**src/rtl/rr_packet_arbiter.sv**
```systemverilog
// -----------------------------------------------------------------------------
// rr_packet_arbiter
//   Round-robin arbiter for one NoC router output port, with wormhole packet
//   locking. The winning input keeps the grant until its tail flit is
//   accepted downstream. A watchdog releases a lock early if a packet runs
//   longer than MAX_PKT_FLITS flits, and records the event in a sticky flag.
//
// Ports
//   clk               in   1        clock, rising edge
//   reset             in   1        synchronous, active-high
//   request           in   NUM_REQ  per-port "has a flit for this output"
//   tail              in   NUM_REQ  per-port "current flit is the packet tail"
//   advance           in   1        downstream accepted the granted flit
//   grant_vec         out  NUM_REQ  registered one-hot grant, zero when idle
//   crossbar_control  out  SEL_W    registered index of the granted port
//   grant_valid       out  1        grant currently held
//   overrun_err       out  1        sticky watchdog-release flag
//   state_dbg         out  1        FSM state (0 = IDLE, 1 = LOCKED)
//
// Handshake: a flit moves from the granted port when advance=1 at a rising
// edge; the arbiter never stalls the flit, it only counts and watches for the
// tail. request is level-sensitive and is only examined when arbitrating.
// -----------------------------------------------------------------------------
module rr_packet_arbiter #(
  parameter int NUM_REQ       = 5,
  parameter int SEL_W         = 3,
  parameter int MAX_PKT_FLITS = 16
) (
  input  logic               clk,
  input  logic               reset,
  input  logic [NUM_REQ-1:0] request,
  input  logic [NUM_REQ-1:0] tail,
  input  logic               advance,
  output logic [NUM_REQ-1:0] grant_vec,
  output logic [SEL_W-1:0]   crossbar_control,
  output logic               grant_valid,
  output logic               overrun_err,
  output logic               state_dbg
);

  localparam int CNT_W = $clog2(MAX_PKT_FLITS + 1);

  typedef enum logic {
    IDLE   = 1'b0,
    LOCKED = 1'b1
  } state_e;

  state_e             state_q, state_d;
  logic [NUM_REQ-1:0] grant_q, grant_d;
  logic [SEL_W-1:0]   sel_q, sel_d;
  logic [SEL_W-1:0]   ptr_q, ptr_d;
  logic [CNT_W-1:0]   cnt_q, cnt_d;
  logic               overrun_q, overrun_d;

  // Round-robin pick: first requesting port scanning upward from ptr+1.
  logic               win_found;
  logic [SEL_W-1:0]   win_idx;

  always_comb begin
    int cand;
    win_found = 1'b0;
    win_idx   = '0;
    cand      = 0;
    for (int off = 1; off <= NUM_REQ; off++) begin
      cand = (int'(ptr_q) + off) % NUM_REQ;
      for (int i = 0; i < NUM_REQ; i++) begin
        if (!win_found && (i == cand) && request[i]) begin
          win_found = 1'b1;
          win_idx   = SEL_W'(i);
        end
      end
    end
  end

  // Only the granted port's tail matters; others are masked off.
  logic tail_g;
  logic wd_hit;
  logic release_lock;

  assign tail_g       = |(tail & grant_q);
  assign wd_hit       = (cnt_q == CNT_W'(MAX_PKT_FLITS - 1));
  assign release_lock = advance && (tail_g || wd_hit);

  always_comb begin
    state_d   = state_q;
    grant_d   = grant_q;
    sel_d     = sel_q;
    ptr_d     = ptr_q;
    cnt_d     = cnt_q;
    overrun_d = overrun_q;

    case (state_q)
      IDLE: begin
        // advance is meaningless without a grant and is ignored here.
        if (win_found) begin
          grant_d = {{(NUM_REQ-1){1'b0}}, 1'b1} << win_idx;
          sel_d   = win_idx;
          ptr_d   = win_idx;
          cnt_d   = '0;
          state_d = LOCKED;
        end
      end

      LOCKED: begin
        if (release_lock) begin
          cnt_d = '0;
          if (wd_hit && !tail_g) begin
            overrun_d = 1'b1;
          end
          // ptr_q already equals the releasing port, so the same scan gives
          // it lowest priority and hands over with no idle cycle.
          if (win_found) begin
            grant_d = {{(NUM_REQ-1){1'b0}}, 1'b1} << win_idx;
            sel_d   = win_idx;
            ptr_d   = win_idx;
          end else begin
            grant_d = '0;
            sel_d   = '0;
            state_d = IDLE;
          end
        end else if (advance && (cnt_q != CNT_W'(MAX_PKT_FLITS))) begin
          cnt_d = cnt_q + CNT_W'(1);
        end
      end

      default: begin
        state_d = IDLE;
        grant_d = '0;
        sel_d   = '0;
        cnt_d   = '0;
      end
    endcase
  end

  always_ff @(posedge clk) begin
    if (reset) begin
      state_q   <= IDLE;
      grant_q   <= '0;
      sel_q     <= '0;
      ptr_q     <= SEL_W'(NUM_REQ - 1);
      cnt_q     <= '0;
      overrun_q <= 1'b0;
    end else begin
      state_q   <= state_d;
      grant_q   <= grant_d;
      sel_q     <= sel_d;
      ptr_q     <= ptr_d;
      cnt_q     <= cnt_d;
      overrun_q <= overrun_d;
    end
  end

  assign grant_vec        = grant_q;
  assign crossbar_control = sel_q;
  assign grant_valid      = |grant_q;
  assign overrun_err      = overrun_q;
  assign state_dbg        = state_q;

endmodule

```
**config.mk**
```make
export PLATFORM = sky130hd
export DESIGN_NAME = rr_packet_arbiter
export DESIGN_NICKNAME = d
export VERILOG_FILES = /design/src/rtl/rr_packet_arbiter.sv
export SDC_FILE = /design/constraint.sdc
export NUM_CORES = 1
export LEC_CHECK = 0
export CORE_AREA = 4 4 85 87
export CTS_CLUSTER_SIZE = 14
export DETAILED_ROUTE_END_ITERATION = 6
export DIE_AREA = 0 0 89 91
export MAX_ROUTING_LAYER = met4
export PLACE_DENSITY = 0.72
export SLEW_MARGIN = 20
export SYNTH_ARGS = -nofsm -noshare
export SYNTH_HDL_FRONTEND = slang
export SYNTH_SLANG_ARGS = --single-unit
```
**constraint.sdc**
```tcl
create_clock -name clk -period 5.6 [get_ports clk]
set_input_delay 1.12 -clock clk [delete_from_list [all_inputs] [get_ports clk]]
set_output_delay 1.12 -clock clk [all_outputs]
set_load 0.01 [all_outputs]
```
# Word-level counts from Yosys, hierarchy flattened
# Index checks and enable logic that the tools add are counted.
[classes] add_sub_neg=6 div_mod_pow=5 eq_ne=25 shifts=1 n_mux=67 n_bitwise=2 n_reduce_logical=88
[op_table] cell="equality test 3 x 32 -> 1 bit, first input constant" n=10
[op_table] cell="equality test 2 x 32 -> 1 bit, first input constant" n=5
[op_table] cell="equality test 4 x 32 -> 1 bit, first input constant" n=5
[op_table] cell="logical NOT 32 bit" n=5
[op_table] cell="remainder unit 32 x 4 -> 32 bit, second input constant" n=5
[op_table] cell="two-way mux 3 bit" n=28
[op_table] cell="logical AND 1 bit" n=52
[op_table] cell="two-way mux 5 bit" n=6
[op_table] cell="two-way mux 1 bit" n=28
[op_table] cell="logical NOT 1 bit" n=25
[op_table] cell="case mux 5 bit (2 select lines)" n=2
[op_table] cell="case mux 3 bit (2 select lines)" n=2
[op_table] cell="OR reduction 5 bit" n=2
[op_table] cell="adder 3 x 2 -> 4 bit, second input constant" n=2
[op_table] cell="adder 3 x 3 -> 4 bit, second input constant" n=2
[op_table] cell="adder 5 x 1 -> 5 bit, second input constant" n=1
[op_table] cell="AND 5 bit" n=1
[op_table] cell="equality test 5 x 4 -> 1 bit, second input constant" n=1
[op_table] cell="inequality test 5 bit, second input constant" n=1
[op_table] cell="<< shifter 1 x 3 -> 5 bit, first input constant" n=1
[op_table] cell="adder 3 x 1 -> 4 bit, second input constant" n=1
[op_table] cell="AND reduction 2 bit" n=2
[op_table] cell="inequality test 3 x 1 -> 1 bit, second input constant" n=1
[op_table] cell="AND reduction 3 bit" n=1
[op_table] cell="other kinds (5)" n=5
[totals] register_bits=18 in_bits=13 word_cells=200

# Logic depth before layout (Yosys ltp)
[logic_depth] depth_word=105 depth_mapped=20 depth_no_buf=18

# Worst setup path before layout
# OpenSTA, ideal clock, no wires.
[synth_path] path_type="reg2reg" startpoint="register ptr_q[0]" endpoint="register grant_q[1] (netlist: grant_vec[1])" setup_time_ns=0.117 t_arrival_ns=5.110 t_required_ns=5.483 setup_slack_ns=0.373 stages_incl_launch_ff=20 n_path_buf=2 path_cell_list="dfxtp_1 buf_2 clkinv_1 ha_1 buf_2 clkinv_1 ha_1 or3b_2 o22ai_1 or2_2 ha_1 nor2b_1 o31ai_4 mux2_1 a21oi_1 o211ai_1 or2_2 nor3_1 nor3_1 a32o_1"
[synth_via] elab_chain_cells=105 elab_cells_between_ends=164 cone_classes="5 x add/sub; 5 x div; 21 x eq/ne; 1 x shift; 53 x mux; 79 x reduce/logical"
[synth_rtl] element="from (decl)" line_no="51" source="logic [SEL_W-1:0] ptr_q, ptr_d;"
[synth_rtl] element="from (signal assigned)" line_no="140" source="ptr_q <= SEL_W'(NUM_REQ - 1);"
[synth_rtl] element="from (signal assigned)" line_no="147" source="ptr_q <= ptr_d;"
[synth_rtl] element="adder 3 x 1 -> 4 bit" line_no="65" source="cand = (int'(ptr_q) + off) % NUM_REQ;"
[synth_rtl] element="remainder unit 32 x 4 -> 32 bit" line_no="65"
[synth_rtl] element="logical NOT 32 bit" line_no="67" source="if (!win_found && (i == cand) && request[i]) begin"
[synth_rtl] element="logical AND 1 bit" line_no="67"
[synth_rtl] element="two-way mux 1 bit" line_no="67"
[synth_rtl] element="logical NOT 1 bit" line_no="67"
[synth_rtl] element="logical AND 1 bit (2 in a row)" line_no="67"
[synth_rtl] element="two-way mux 1 bit" line_no="67"
[synth_rtl] element="(+87 left out)"
[synth_rtl] element="two-way mux 1 bit" line_no="67"
[synth_rtl] element="logical NOT 1 bit" line_no="67"
[synth_rtl] element="logical AND 1 bit (2 in a row)" line_no="67"
[synth_rtl] element="two-way mux 3 bit" line_no="67"
[synth_rtl] element="<< shifter 1 x 3 -> 5 bit" line_no="96, 113"
[synth_rtl] element="two-way mux 5 bit" line_no="112" source="if (win_found) begin"
[synth_rtl] element="two-way mux 5 bit" line_no="105" source="if (release_lock) begin"
[synth_rtl] element="case mux 5 bit (2 select lines)" line_no="92" source="case (state_q)"
[synth_rtl] element="to (signal assigned)" line_no="145" source="grant_q <= grant_d;"
[synth_rtl] element="to (decl)" line_no="49" source="logic [NUM_REQ-1:0] grant_q, grant_d;"
# Parallel ways exist; a longest one is shown, timed or not. The select of a mux whose other input is x is not followed.
# A chain may end at the register's enable or synchronous reset.

# Worst setup path in the final report
[layout_path] startpoint="register ptr_q[1]" endpoint="register cnt_q[2]"
[layout_via] elab_chain_cells=103 elab_cells_between_ends=135 cone_classes="5 x add/sub; 5 x div; 21 x eq/ne; 25 x mux; 79 x reduce/logical"
[layout_rtl] element="adder 3 x 1 -> 4 bit" line_no="65"
[layout_rtl] element="remainder unit 32 x 4 -> 32 bit" line_no="65"
[layout_rtl] element="logical NOT 32 bit" line_no="67"
[layout_rtl] element="logical AND 1 bit" line_no="67"
[layout_rtl] element="two-way mux 1 bit" line_no="67"
[layout_rtl] element="logical NOT 1 bit" line_no="67"
[layout_rtl] element="logical AND 1 bit (2 in a row)" line_no="67"
[layout_rtl] element="two-way mux 1 bit" line_no="67"
[layout_rtl] element="(+84 left out)"
[layout_rtl] element="logical NOT 1 bit" line_no="67"
[layout_rtl] element="logical AND 1 bit (2 in a row)" line_no="67"
[layout_rtl] element="two-way mux 1 bit" line_no="67"
[layout_rtl] element="logical NOT 1 bit" line_no="67"
[layout_rtl] element="logical AND 1 bit (2 in a row)" line_no="67"
[layout_rtl] element="two-way mux 1 bit *" line_no="67"
[layout_rtl] element="inequality test 2 bit (no line) *"
[layout_rtl] element="AND reduction 2 bit (no line) *"
[layout_rtl] element="to (signal assigned)" line_no="148" source="cnt_q <= cnt_d;"
[layout_rtl] element="to (decl)" line_no="52" source="logic [CNT_W-1:0] cnt_q, cnt_d;"
# Every way passes the cells marked *; elsewhere a longest branch is shown, timed or not.

==> impl_metrics.tcl <==
set metrics [dict create \
    drtIter0Drc 208 \
    fin_crit_ns 5.07 \
    max_slew_margin_pct 54.5 \
    dieArea_sq_mm 0.00810 \
    cts.clk_slew.worst_paths_ns 0.07 \
    yosysMostFrequentCell "nor2_1" \
    tightestPinTransition_ns 0.677 \
    clk_latency_ns 0.26 \
    totalWireLength_um 9500 \
    drt-pass1-iter-count 7 \
    diodes 0 \
    startpoint "ptr_q[1]$_SDFFE_PP0P_" \
    fill_cells 598 \
    holdBufCountCts 0 \
    syn_inst 451 \
    cts_sinks 18 \
    grt_overflow 0 \
    report.final.setup_viol 0 \
    grt_max_degree 45 \
    hp-class "reg2reg" \
    outcome "finished, final reports clean" \
    crit_required_ns 5.80 \
    synth.distinct_cells 86 \
    placed_area_sq_mm 0.00362 \
    syn_to_final_growth_pct 10.8 \
    antenna_found_initial 0 \
    h-tree-depth 1 \
    design_area_sq_mm 0.00366 \
    cts_tree "done" \
    cts_made_buffers 3 \
    yosysWarnings 0 \
    design.core.area_sq_mm 0.00635 \
    cts_resized 0 \
    hold_slack_ns 0.484 \
    synth_top_area_share_pct 11.7 \
    synth_seq_cells 18 \
    final.period_utilization_pct 90.5 \
    synthArstFlopShare_pct 0 \
    start_util_pct 52.0 \
    place_congestion 0.931 \
    drive_above_1_share_pct 9.85 \
    finalHoldViolations 0 \
    finClkSkew_ns 0.00877 \
    grt_pass1_vias 3397 \
    synth_common_cells "nor2_1, nand2_1, a21oi_1, ha_1, inv_1" \
    regArea_sq_um 360 \
    synth_area_per_cell_sq_um 7.33 \
    clock.fmax_mhz 197 \
    die_y_um 91 \
    vias_per_cell 6.57 \
    placementRows 29 \
    startpoint_type "register" \
    hp-start "overrun_err$_SDFFE_PP0P_" \
    yosysSeqAreaShare_pct 10.9 \
    portBuffers 23 \
    path_max_fanout 9 \
    cts_setup_buffers 0 \
    io_pins 24 \
    post-route-util_pct 57.6 \
    ys_top_cells_by_area "ha_1, dfxtp_1, nor2_1" \
    routedWlPerCell_um 17.5 \
    nets 513 \
    synth_fp_nets 495 \
    grt_setup_unrepaired "no" \
    synth-edff-count 0 \
    worst-endpoint-arrival_ns 5.27 \
    r2r-start "ptr_q[1]$_SDFFE_PP0P_" \
    synth_top_area_cell "ha_1" \
    cts.path.max_buffers 2 \
    num_vias 3576 \
    final_max_slew_viol_count 0 \
    criticalPathCategory "reg2reg" \
    maxCapViolCount 0 \
    postRouteAntennaNets 0 \
    drc_errors 0 \
    chipWidth_um 89 \
    grt_pass1_wl_um 16000 \
    multi_input_area_sq_mm 0.00276 \
    place_hpwl_um 7310 \
    final.setup.tns_ns 0 \
    cts_root_buf "clkbuf_8" \
    syn_area_sq_mm 0.00330 \
    cp-end-kind "register" \
    grtUsageTotal_pct 24.2 \
    yosys_most_used_dff "dfxtp_1" \
]
[state kept, by name (all words and copies together), names as in the netlist]
signal	cells
state_dbg	1
ptr_q	3
crossbar_control	3
grant_vec	5
cnt_q	5
overrun_err	1
[kinds of logic (layout without fill, tap and decap cells)]
logic type | after synthesis | in the layout | synth area share (%)
buf+inv | 47 | 63 | 5.60
xor+xnor | 7 | 7 | 2.65
compound gates | 153 | 153 | 34.5
mux | 17 | 17 | 5.38
fa+ha+maj | 31 | 31 | 11.7
flops | 18 | 18 | 10.9
simple gates | 178 | 178 | 29.2
[final timing paths]
check,end,slack [ns],cells past startpoint
worst max-delay path,cnt_q[2]$_SDFFE_PP0P_,0.53,18
worst max register to register,cnt_q[2]$_SDFFE_PP0P_,0.53,18
worst min-delay path,overrun_err$_SDFFE_PP0P_,0.48,2
worst min register to register,overrun_err$_SDFFE_PP0P_,0.48,2
[per-layer routing]
| layer | wire [um] | track usage (%) | vias up |
|---|---|---|---|
| li1 | - | - | 1735 |
| met1 | 4450 | 33.1 | 1679 |
| met2 | 4300 | 37.6 | 137 |
| met3 | 533 | 2.62 | 25 |
| met4 | 227 | 7.07 | 0 |
| met5 | 0 | - | - |
[worst max-delay path, cell delays in order, from the launching register on]
cell and delay [ns]:
dfxtp_1 0.31, inv_1 0.17, ha_1 0.46, xnor2_2 0.20, inv_2 0.13, ha_1 0.27, or3b_2 0.45, o22ai_1 0.35
or2_2 0.23, ha_1 0.27, nor2b_1 0.26, o31ai_4 0.12, mux2_1 0.37, a21oi_1 0.15, o211ai_1 0.16, nor4_4 0.46
nand3_2 0.18, a21oi_4 0.29, and3_1 0.19
[placed cells by master (no fill, tap or decap), drive strengths merged, types with 14 or more instances in the layout]
master / synthesis / final
inv: 26 / 26
ha: 31 / 31
o21ai: 23 / 23
clkdlybuf4s50: 0 / 23
nor2: 42 / 42
nand3: 14 / 14
nor3: 15 / 15
a21oi: 32 / 32
nand2: 35 / 35
dfxtp: 18 / 18
[layout make-up]
class / count / area share (%)
multi-input cells: 386 / 75.4
flip-flops and latches: 18 / 9.85
repair buffers: 32 / 8.14
inverters: 28 / 2.87
well taps: 77 / 2.63
clock buffers: 3 / 1.13
[metrics by stage]
stage          setup WS [ns]  std cells
2_1_floorplan          0.373        451
6_report               0.532        544
5_1_grt                0.154        544
4_1_cts                0.533        544
3_3_place_gp           0.673        541
3_5_place_dp           0.562        541
Power is left out: the tool's default activity adds up to more than one toggle a clock period on the data nets, which glitch-free logic cannot reach.
